**config.mk**
```make
export PLATFORM = sky130hd
export DESIGN_NAME = apb_intercon_mux
export DESIGN_NICKNAME = d
export VERILOG_FILES = /design/src/rtl/apb_pkg.sv /design/src/rtl/apb_addr_decode.sv /design/src/rtl/apb_intercon_mux.sv
export SDC_FILE = /design/constraint.sdc
export NUM_CORES = 1
export LEC_CHECK = 0
export BUFFER_PORTS_ARGS = -buffer_cell sky130_fd_sc_hd__clkbuf_2
export CAP_MARGIN = 0
export CORE_MARGIN = 2
export CORE_UTILIZATION = 30
export CTS_BUF_LIST = sky130_fd_sc_hd__clkbuf_4 sky130_fd_sc_hd__clkbuf_8
export CTS_CLUSTER_SIZE = 24
export DETAILED_ROUTE_END_ITERATION = 8
export PLACE_DENSITY = 0.7
export SLEW_MARGIN = 20
export SYNTH_ARGS = -nofsm -noshare
export SYNTH_HDL_FRONTEND = slang
export SYNTH_SLANG_ARGS = --single-unit
```
**constraint.sdc**
```tcl
create_clock -name S_PCLK -period 2.8 [get_ports S_PCLK]
set_input_delay 0.14 -clock S_PCLK [delete_from_list [all_inputs] [get_ports S_PCLK]]
set_output_delay 0.14 -clock S_PCLK [all_outputs]
set_load 0.1 [all_outputs]
```
**src/rtl/apb_pkg.sv**
```systemverilog
// Shared APB definitions: transfer-sequencing state encoding, the default address map
// and a helper for sizing slave-index vectors.
package apb_pkg;

    typedef enum logic [2:0] {
        StIdle,
        StSetup,
        StAccess,
        StErr,
        StResp
    } apb_state_e;

    localparam int unsigned APB_BASE_ADDR = 32'h0000_0080;
    localparam int unsigned APB_SPAN_BITS = 4;

    // Width of a slave index; never zero so a single-slave build still has a vector.
    function automatic int unsigned apb_idx_width(input int unsigned n);
        return (n > 1) ? $clog2(n) : 1;
    endfunction

endpackage

```
**src/rtl/apb_addr_decode.sv**
```systemverilog
// Combinational APB address decoder.
// Maps an unfiltered master address onto a window of SLAVE_PORTS equal slave regions of
// 2**SPAN_BITS bytes starting at BASE_ADDR.
// Ports:
//   addr    in   BUS_WIDTH        master address
//   hit     out  1                address falls inside a mapped slave window
//   idx     out  idx width        slave number (meaningful only when hit)
//   offset  out  SPAN_BITS        offset inside the slave window
module apb_addr_decode
    import apb_pkg::*;
#(
    parameter int unsigned BUS_WIDTH   = 16,
    parameter int unsigned SLAVE_PORTS = 4,
    parameter int unsigned BASE_ADDR   = APB_BASE_ADDR,
    parameter int unsigned SPAN_BITS   = APB_SPAN_BITS
) (
    input  logic [BUS_WIDTH-1:0]                  addr,
    output logic                                  hit,
    output logic [apb_idx_width(SLAVE_PORTS)-1:0] idx,
    output logic [SPAN_BITS-1:0]                  offset
);

    localparam int unsigned IdxW = apb_idx_width(SLAVE_PORTS);
    localparam logic [BUS_WIDTH-1:0] Base  = BUS_WIDTH'(BASE_ADDR);
    localparam logic [BUS_WIDTH-1:0] Ports = BUS_WIDTH'(SLAVE_PORTS);

    logic [BUS_WIDTH-1:0] win;

    always_comb begin
        // Addresses below the base wrap to large values here; the >= term rejects them.
        win    = (addr - Base) >> SPAN_BITS;
        hit    = (addr >= Base) && (win < Ports);
        idx    = win[IdxW-1:0];
        offset = addr[SPAN_BITS-1:0];
    end

endmodule

```
**src/rtl/apb_intercon_mux.sv**
```systemverilog
// APB interconnect between one master and SLAVE_PORTS slaves.
// Decodes the master address, re-bases it to a per-slave offset, runs the SETUP/ACCESS
// sequence on the selected slave and returns registered read data and error. Unmapped
// addresses and slaves that stall past TIMEOUT access cycles complete with an error.
// Ports:
//   S_PCLK, S_PRESETn          clock (rising edge), asynchronous active-low reset
//   S_PADDR/PWRITE/PSELx/PENABLE/PWDATA   master request
//   S_PRDATA/PREADY/PSLVERR    master response; PREADY is a one-cycle pulse
//   M_PADDR/PWRITE/PENABLE/PWDATA         shared slave request (offset address)
//   M_PSELx                    one-hot slave select
//   M_PRDATA/PREADY/PSLVERR    per-slave responses, slave i at slice i
module apb_intercon_mux
    import apb_pkg::*;
#(
    parameter int unsigned BUS_WIDTH   = 16,
    parameter int unsigned SLAVE_PORTS = 4,
    parameter int unsigned BASE_ADDR   = APB_BASE_ADDR,
    parameter int unsigned SPAN_BITS   = APB_SPAN_BITS,
    parameter int unsigned TIMEOUT     = 15
) (
    input  logic                             S_PCLK,
    input  logic                             S_PRESETn,
    input  logic [BUS_WIDTH-1:0]             S_PADDR,
    input  logic                             S_PWRITE,
    input  logic                             S_PSELx,
    input  logic                             S_PENABLE,
    input  logic [BUS_WIDTH-1:0]             S_PWDATA,
    output logic [BUS_WIDTH-1:0]             S_PRDATA,
    output logic                             S_PREADY,
    output logic                             S_PSLVERR,
    output logic [BUS_WIDTH-1:0]             M_PADDR,
    output logic                             M_PWRITE,
    output logic                             M_PENABLE,
    output logic [SLAVE_PORTS-1:0]           M_PSELx,
    output logic [BUS_WIDTH-1:0]             M_PWDATA,
    input  logic [SLAVE_PORTS*BUS_WIDTH-1:0] M_PRDATA,
    input  logic [SLAVE_PORTS-1:0]           M_PREADY,
    input  logic [SLAVE_PORTS-1:0]           M_PSLVERR
);

    localparam int unsigned IdxW = apb_idx_width(SLAVE_PORTS);
    localparam int unsigned CntW = (TIMEOUT > 0) ? $clog2(TIMEOUT + 1) : 1;

    apb_state_e state_q, state_d;

    logic [IdxW-1:0]      idx_q, idx_d;
    logic [SPAN_BITS-1:0] offset_q, offset_d;
    logic                 write_q, write_d;
    logic [BUS_WIDTH-1:0] wdata_q, wdata_d;
    logic [CntW-1:0]      cnt_q, cnt_d;
    logic [BUS_WIDTH-1:0] rdata_q, rdata_d;
    logic                 err_q, err_d;

    logic                 dec_hit;
    logic [IdxW-1:0]      dec_idx;
    logic [SPAN_BITS-1:0] dec_offset;

    logic                 start;
    logic                 timeout_hit;
    logic                 sel_ready;
    logic                 sel_err;
    logic [BUS_WIDTH-1:0] sel_rdata;

    apb_addr_decode #(
        .BUS_WIDTH   (BUS_WIDTH),
        .SLAVE_PORTS (SLAVE_PORTS),
        .BASE_ADDR   (BASE_ADDR),
        .SPAN_BITS   (SPAN_BITS)
    ) u_decode (
        .addr   (S_PADDR),
        .hit    (dec_hit),
        .idx    (dec_idx),
        .offset (dec_offset)
    );

    // Response path of the latched slave only.
    always_comb begin
        sel_ready = M_PREADY[idx_q];
        sel_err   = M_PSLVERR[idx_q];
        sel_rdata = M_PRDATA[int'(idx_q) * BUS_WIDTH +: BUS_WIDTH];
    end

    always_comb begin
        // PENABLE high in IDLE is the tail of the previous transfer, not a new SETUP.
        start       = S_PSELx && !S_PENABLE;
        timeout_hit = (TIMEOUT != 0) && (cnt_q == CntW'(TIMEOUT));

        state_d  = state_q;
        idx_d    = idx_q;
        offset_d = offset_q;
        write_d  = write_q;
        wdata_d  = wdata_q;
        cnt_d    = '0;
        rdata_d  = rdata_q;
        err_d    = err_q;

        case (state_q)
            StIdle: begin
                if (start) begin
                    idx_d    = dec_idx;
                    offset_d = dec_offset;
                    write_d  = S_PWRITE;
                    wdata_d  = S_PWDATA;
                    state_d  = dec_hit ? StSetup : StErr;
                end
            end
            StSetup: begin
                state_d = StAccess;
            end
            StAccess: begin
                // Saturate rather than wrap so a disabled timeout never fires spuriously.
                cnt_d = (cnt_q == {CntW{1'b1}}) ? cnt_q : cnt_q + 1'b1;
                if (sel_ready) begin
                    rdata_d = write_q ? '0 : sel_rdata;
                    err_d   = sel_err;
                    state_d = StResp;
                end else if (timeout_hit) begin
                    rdata_d = '0;
                    err_d   = 1'b1;
                    state_d = StResp;
                end
            end
            StErr: begin
                rdata_d = '0;
                err_d   = 1'b1;
                state_d = StResp;
            end
            StResp: begin
                state_d = StIdle;
            end
            default: begin
                state_d = StIdle;
            end
        endcase
    end

    always_ff @(posedge S_PCLK or negedge S_PRESETn) begin
        if (!S_PRESETn) begin
            state_q  <= StIdle;
            idx_q    <= '0;
            offset_q <= '0;
            write_q  <= 1'b0;
            wdata_q  <= '0;
            cnt_q    <= '0;
            rdata_q  <= '0;
            err_q    <= 1'b0;
        end else begin
            state_q  <= state_d;
            idx_q    <= idx_d;
            offset_q <= offset_d;
            write_q  <= write_d;
            wdata_q  <= wdata_d;
            cnt_q    <= cnt_d;
            rdata_q  <= rdata_d;
            err_q    <= err_d;
        end
    end

    always_comb begin
        M_PSELx = '0;
        if (state_q == StSetup || state_q == StAccess) begin
            M_PSELx[idx_q] = 1'b1;
        end
        M_PENABLE = (state_q == StAccess);
        M_PADDR   = BUS_WIDTH'(offset_q);
        M_PWRITE  = write_q;
        M_PWDATA  = wdata_q;
        S_PREADY  = (state_q == StResp);
        S_PRDATA  = rdata_q;
        S_PSLVERR = err_q;
    end

endmodule

```
==> run metrics, run 1 <==
Worst Path Required=about 3000 ps; fraction of registers with async set/reset=100.0%; status=finished, final reports clean; HPWL after DPL=about 4.9 mm; total CTS buffers=5; most frequent cells after synthesis=47 x dfrtp_1, 19 x mux2_1, 16 x a22o_1, 16 x mux4_2, 13 x buf_4; Worst Path Class, Setup=flop to flop; first-pass GRT wire length=9.294 mm; element type at the critical path end=flop; Pre-antenna DRT Iters=4; FMAX=479.6 MHz; Crit-path slowest cell=or3b_1; yosys warns=0; Final #Nets=approximately 440; Worst Tran Pin Value=~640 ps; Final GP Congestion=between 0.7 and 0.8; Max clock buf depth=2; unrepaired setup endpoints after global routing=no; I/O pin cnt=between 150 and 200; Avg Inst Size Synth=14.13 µm²; Final Cycle Share=74.47%; post-CTS resize count=0; synthesized flop and latch total=47; CTS Hold Bufs=1; Slew Limit Fails=0; maxcap violations=0; max-slew headroom at the worst pin=between 50% and 60%; initial antenna violation count=0; Post-synth EDFFs=0; initial core utilization=roughly 31%; core area=between 7000 and 8000 µm²; worst hold path class=input pin to flop; grt ovf=0; FILL cells=slightly below 800; Setup Viol. Count Final=0; gr usage total=around 14%; Worst EP arrival=2270 ps; die height=around 94 µm; number of antenna diodes=0; library cells used by synthesis=33; Main synth FF type=dfrtp_1; final hold violation count=0; H-tree levels=2; Vias/cell=around 4.6; top post-synthesis cells by area=dfrtp_1 48%, mux4_2 15%, mux2_1 8.8%; clock skew=roughly 5 ps; Slowest Stage Delay on Critical Path=630 ps; initial DRC count=55; top cell type's share of synthesized area=48.38%; crit-path leading delay family=simple AND/OR/NAND/NOR gates; Reg clk slew, reported paths=about 80 ps; largest net degree at the start of global routing=26; Root Buffer=clkbuf_8; Port Buffers=152; most frequent cell after synthesis=dfrtp_1; Mapped Area=2431 µm²; crit path time final=roughly 2100 ps; post-route ant nets=0; crit-path cells=ha_1 -> nand3_1 -> nor3b_2 -> or3b_1 -> a22o_1; number of setup buffers added after CTS=0; CP startpoint kind=flop; critical path fanouts, max=17; CTS tree=yes; vias in the first global route=slightly below 2,000; routed length per instance=14.32 µm; area leader, netlist=dfrtp_1; area grow syn2layout=38.03%; Die Area=about 8800 µm²; std cell rows=32; Post-Route WL=between 6 and 7 mm; Die Wd=94.02 µm; Worst-Skew Late Latency=290 ps; DR vias=roughly 2,000; share of cells above drive strength 1=between 50% and 60%; clk sinks=47; number of buffers and inverters on the critical path=0; sequential fraction of the synthesis area=between 40% and 50%; Post-Syn Instances=approximately 170; final setup TNS=0 ps; DR DRC count=0
[registers in the layout, summed over array words and instances, names as in the netlist]
name       cells
M_PWRITE       1
state_q        3
offset_q       4
S_PRDATA      16
cnt_q          4
idx_q          2
S_PSLVERR      1
M_PWDATA      16
[worst register-to-register path: stages (launching register included)]
cell and delay, ps:
dfrtp_1 410, ha_1 230, nand3_1 160, nor3b_2 200, or3b_1 630, a22o_1 350
[cell families (layout without fill, tap and decap cells)]
kind of cell | after synthesis | in the layout | share of synthesized area [%]
buffers and inverters | 28 | 170 | 7.565
AO/OA/AOI/OAI | 21 | 21 | 7.308
other | 1 | 12 | 0.1543
XOR/XNOR | 3 | 3 | 1.081
AND/OR/NAND/NOR | 28 | 28 | 6.433
flip-flops | 47 | 47 | 48.38
adder cells (fa/ha/maj) | 2 | 2 | 1.029
multiplexers | 42 | 42 | 28.05
[area by class of cell]
| cell class | count | area [µm²] | share of cell area, % |
|---|---|---|---|
| sequential | 47 | 1176 | 35.05 |
| multi-input combinational | 108 | 1119 | 33.33 |
| timing repair buffer | 158 | 808.3 | 24.09 |
| tap | 102 | 127.6 | 3.803 |
| clock buffer | 6 | 76.32 | 2.274 |
| clock inverter | 1 | 30.03 | 0.8949 |
| inverter | 5 | 18.77 | 0.5593 |
[path summary, 6_finish.rpt]
| kind | start | to | slack (ps) | depth (start not counted) |
|---|---|---|---|---|
| min in group asynchronous | S_PRESETn | M_PWDATA[12] | 380 | 2 |
| worst max register to register | cnt_q[0] | S_PRDATA[5] | 710 | 5 |
| worst max-delay path | cnt_q[0] | S_PRDATA[5] | 710 | 5 |
| worst min register to register | M_PWDATA[4] | M_PWDATA[4] | 500 | 1 |
| max in group asynchronous | S_PRESETn | S_PRDATA[15] | 1690 | 3 |
| worst min-delay path | S_PWDATA[14] | M_PWDATA[14] | 50 | 2 |
[cells in the final DEF (no fill, tap or decap), types with 3 or more instances in the layout]
cell,n
a22o_1,16
buf_4,5
clkbuf_2,152
clkbuf_8,5
conb_1,12
dfrtp_1,47
inv_1,3
mux2_1,19
mux2_2,4
mux4_2,16
nand2_1,4
nor2_1,8
xnor2_1,3
[metrics by stage]
| stage | utilization (%) | std cells | setup WS [ps] | hold WS [ps] | cell area, µm² |
|---|---|---|---|---|---|
| after floorplan | - | 183 | 12.53 | -155.6 | 2479 |
| after global placement | 41.49 | 419 | 739.4 | 159.9 | 3239 |
| after detailed placement | 41.49 | 419 | 721.9 | 161.1 | 3239 |
| after CTS | 42.98 | 427 | 694.6 | 39.81 | 3356 |
| after global routing | 42.98 | 427 | 560.2 | 35.70 | 3356 |
| final | 42.98 | 427 | 714.8 | 52.38 | 3356 |
[layer usage]
metal  share of wire (%)  GRT usage, %
met1                  40         17.44
met4                 1.0         3.986
met3                 5.6         2.648
met2                  53         23.21
met5                   0             0
Power of run 1 is not shown: default switching activity piles up to over one toggle a cycle in this logic, so the estimate is an artifact.
==> inputs of run 2 (changes only) <==
Clock period 2.8 ns to 2.1 ns, I/O delays scaled along.
==> run metrics, run 2 (synthesis results as in run 1) <==
status=finished, final reports clean; FF+latch area=1176 µm²; number of antenna diodes=0; post-route insts no fill=between 400 and 500; first-pass GRT wire length=9.570 mm; Port Buffers=152; element type at the critical path end=flop; gr usage total=around 14%; Worst Tran Pin Value=around 560 ps; Slew Limit Fails=0; CP startpoint kind=flop; post-route cell area=roughly 3400 µm²; Post-Route WL=about 6.3 mm; Worst EP arrival=~2200 ps; Final Cycle Share=between 90% and 100%; most frequent cells in the layout=149 x clkbuf_2, 47 x dfrtp_1, 19 x mux2_1; Final #Nets=between 400 and 500; die height=about 94 µm; flop2flop setup slack=130 ps; HPWL after DPL=between 5 and 6 mm; top sig layer=met4; clock skew=16.95 ps; WL met3=approximately 420 µm; maxcap violations=0; total CTS buffers=5; crit path time final=1971 ps; DR DRC count=0; initial DRC count=between 50 and 60; I/O pin cnt=165; FILL cells=760; H-tree levels=2; grt ovf=0; Final GP Congestion=~0.78; Worst Path Required=~2300 ps; area grow syn2layout=41.84%; Pre-antenna DRT Iters=4; routed length per instance=14.64 µm; initial core utilization=between 30% and 40%; core area=7807 µm²; final hold violation count=0; Max clock buf depth=2; share of cells above drive strength 1=about 59%; placed cell areas=around 3300 µm²; worst hold path class=input pin to flop; vias in the first global route=2,072; met2 wire len=roughly 3.4 mm; Die Area=8840 µm²; std cell rows=32; FMAX=507.3 MHz; Worst Path Class, Setup=flop to flop; clk sinks=47; DR vias=between 1,500 and 2,000; Root Buffer=clkbuf_8; post-layout util=between 40 and 50%; Fin Hold WS=around 8.6 ps; Worst-Skew Late Latency=~310 ps; Setup Viol. Count Final=0; DP Cell Count=421; Reg clk slew, reported paths=about 90 ps; CTS tree=yes; initial antenna violation count=0; max-slew headroom at the worst pin=62.84%; post-route ant nets=0; largest net degree at the start of global routing=25; met1 WL=between 2 and 2.5 mm; Die Wd=94.02 µm; critical path fanouts, max=16; unrepaired setup endpoints after global routing=no; Vias/cell=4.612; Multi-input gate area=1131 µm²; most common cell after layout, fill and taps aside=clkbuf_2
[run 2: cell count changes in the layout (fill, tap and decap cells not counted), moves of 2 or more]
cell / change
buf_4: +3
dlygate4sd3_1: +2
buf_12: +3
clkbuf_2: -3
[run 2: worst max-delay path, cell delays in order, from the launching register on]
cell and delay (ps):
dfrtp_1 410, ha_1 250, nand3_2 130, nor3b_2 200, or3b_1 390, buf_4 220, a22o_1 240
[run 2: metrics by stage]
stage	TNS [ps]	setup WS, ps
CTS	0	99.79
finish	0	128.6
floorplan	-563.1	-503.6
detailed placement	0	127.2
global placement	0	243.2
global route	0	32.09
[run 2: cell type report]
| type | instances | share of cell area, % |
|---|---|---|
| well taps | 102 | 3.701 |
| clock buffers | 7 | 2.612 |
| inverters | 5 | 0.5443 |
| flip-flops and latches | 47 | 34.11 |
| repair buffers | 163 | 25.98 |
| multi-input cells | 108 | 32.80 |
| clock inverters | 1 | 0.2540 |
[run 2: worst paths after layout]
check | start | to | cells after the start
hold / removal | S_PADDR[5] | idx_q[1] | 2
hold reg to reg | M_PWDATA[14] | M_PWDATA[14] | 1
min in group asynchronous | S_PRESETn | cnt_q[2] | 2
setup / recovery | cnt_q[0] | S_PRDATA[15] | 6
max in group asynchronous | S_PRESETn | S_PRDATA[15] | 3
setup reg to reg | cnt_q[0] | S_PRDATA[15] | 6
[run 2: metal layers]
layer,global-route usage [%],up-vias
met3,3.772,10
met4,4.227,0
li1,-,935
met2,24.64,79
met5,0,-
met1,16.43,973
[run 2: timing repair]
action / 4_1_cts / 5_1_grt
resized for setup: 0 / 1
hold buffers: 3 / 0
endpoints found under the setup margin: 0 / 2
setup buffers: 0 / 1
hold endpoints to repair: 20 / 0
Power of run 2 is left out for the same reason.
==> inputs of run 3 (changes only) <==
Settings changed: CORE_MARGIN 2 to unset.
Clock period 2.1 ns to 1.95 ns, I/O delays scaled along.
==> run metrics, run 3 (synthesis results as in run 1) <==
Setup Viol. Count Final=0; I/O pin cnt=around 170; Worst EP arrival=2050 ps; Worst Hold Path EP=M_PWDATA[1]; largest net degree at the start of global routing=25; clock skew=approximately 9.8 ps; FILL cells=roughly 750; element type at the critical path end=flop; hold path startpoint=S_PWDATA[1]; Port Buffers=roughly 150; Die Wd=92.02 µm; total CTS buffers=5; Crit-path slowest cell=dfrtp_1; post-layout util=a little under half; Final #Nets=450; Worst-Skew Late Latency=310 ps; Pre-antenna DRT Iters=4; Max clock buf depth=2; CTS tree=yes; initial core utilization=31.30%; Critical R2R Capture=S_PRDATA[11]; Worst Path Class, Setup=flop to flop; clk sinks=47; area grow syn2layout=46.53%; hold path depth=2; most frequent cells in the layout=147 x clkbuf_2, 47 x dfrtp_1, 19 x mux2_1; flop2flop setup slack=110 ps; R2R Path Start=cnt_q[0]; critical path fanouts, max=12; share of cells above drive strength 1=around three fifths; final setup TNS=0 ps; number of buffers and inverters on the critical path=1; Vias/cell=around 4.6; die height=92.02 µm; H-tree levels=2; Worst Tran Pin Value=~600 ps; unrepaired setup endpoints after global routing=no; most common cell after layout, fill and taps aside=clkbuf_2; DR vias=slightly above 2,000; Worst Path Required=around 2200 ps; vias in the first global route=2,038; final hold violation count=0; initial DRC count=38; maxcap violations=0; core area=slightly below 8000 µm²; FMAX=542.2 MHz; first-pass GRT wire length=about 9.7 mm; crit path time final=between 1500 and 2000 ps; gr usage total=14.69%; std cell rows=32; max-slew headroom at the worst pin=about three fifths; Reg clk slew, reported paths=roughly 100 ps; DR DRC count=0; worst hold path class=input pin to flop; Final Cycle Share=a little over nine tenths; initial antenna violation count=0; number of antenna diodes=0; worst reg-to-reg path cell count=6; crit-path leading delay family=simple AND/OR/NAND/NOR gates; status=finished, final reports clean; crit-path cells=ha_4 -> nand3_2 -> nor3b_2 -> or3b_4 -> buf_4 -> a22o_1; Die Area=between 8000 and 9000 µm²; Slowest Stage Delay on Critical Path=around 450 ps; routed length per instance=14.36 µm; Root Buffer=clkbuf_8; grt ovf=0; Post-Route WL=around 6.3 mm; Slew Limit Fails=0; Final GP Congestion=about 0.74; CP startpoint kind=flop; post-route ant nets=0; HPWL after DPL=approximately 5 mm
## run 3: repair_timing
item / 4_1_cts / 5_1_grt
gates resized for setup: 1 / 3
cloned: 0 / 0
setup endpoints to repair: 13 / 16
hold buffers: 10 / 0
setup buffers: 0 / 0
pin swaps: 0 / 1
hold endpoints to repair: 31 / 0
## run 3: metrics by stage
stage	setup WS, ps	instances	instance area, µm²	hold slack, ps
floorplan	-646.1	183	2489	-198.1
global placement	67.28	424	3349	130.9
detailed placement	-21.22	424	3349	129.6
CTS	8.098	442	3545	1.045
global route	21.00	442	3562	1.233
finish	105.7	442	3562	3.594
## run 3: layout make-up
| type | instances | area [µm²] | area share (%) |
|---|---|---|---|
| clock buffers | 5 | 68.82 | 1.932 |
| clock inverters | 3 | 23.77 | 0.6674 |
| inverters | 5 | 21.27 | 0.5971 |
| multi-input cells | 108 | 1146 | 32.17 |
| flip-flops and latches | 47 | 1176 | 33.02 |
| well taps | 102 | 127.6 | 3.583 |
| repair buffers | 172 | 998.5 | 28.03 |
## run 3: worst max path at each step
stage	cells after the start	slack (ps)	from	to
after floorplan	3	-650	idx_q[0]	M_PSELx[0]
after global placement	6	70	cnt_q[0]	S_PRDATA[7]
after detailed placement	6	-20	cnt_q[0]	S_PRDATA[5]
after CTS	6	8	cnt_q[0]	S_PRDATA[11]
after global routing	6	20	state_q[1]	M_PSELx[2]
final	6	110	cnt_q[0]	S_PRDATA[11]
## run 3: layer usage
metal | vias up | share of wire (%) | global-route usage, %
li1 | 957 | - | -
met1 | 1010 | 40 | 17.74
met2 | 79 | 52 | 24.94
met3 | 8 | 6.2 | 3.980
met4 | 0 | 1.5 | 5.599
met5 | - | 0 | 0
## run 3: worst reg2reg max path: cells and delay by family (launching register included)
family                     cells  cell delay (ps)
and+or+nand+nor                3              670
AOI/OAI and AO/OA              1              240
adders and majority gates      1              180
buffers and inverters          1              200
DFF                            1              450
Power of run 3 is left out for the same reason.
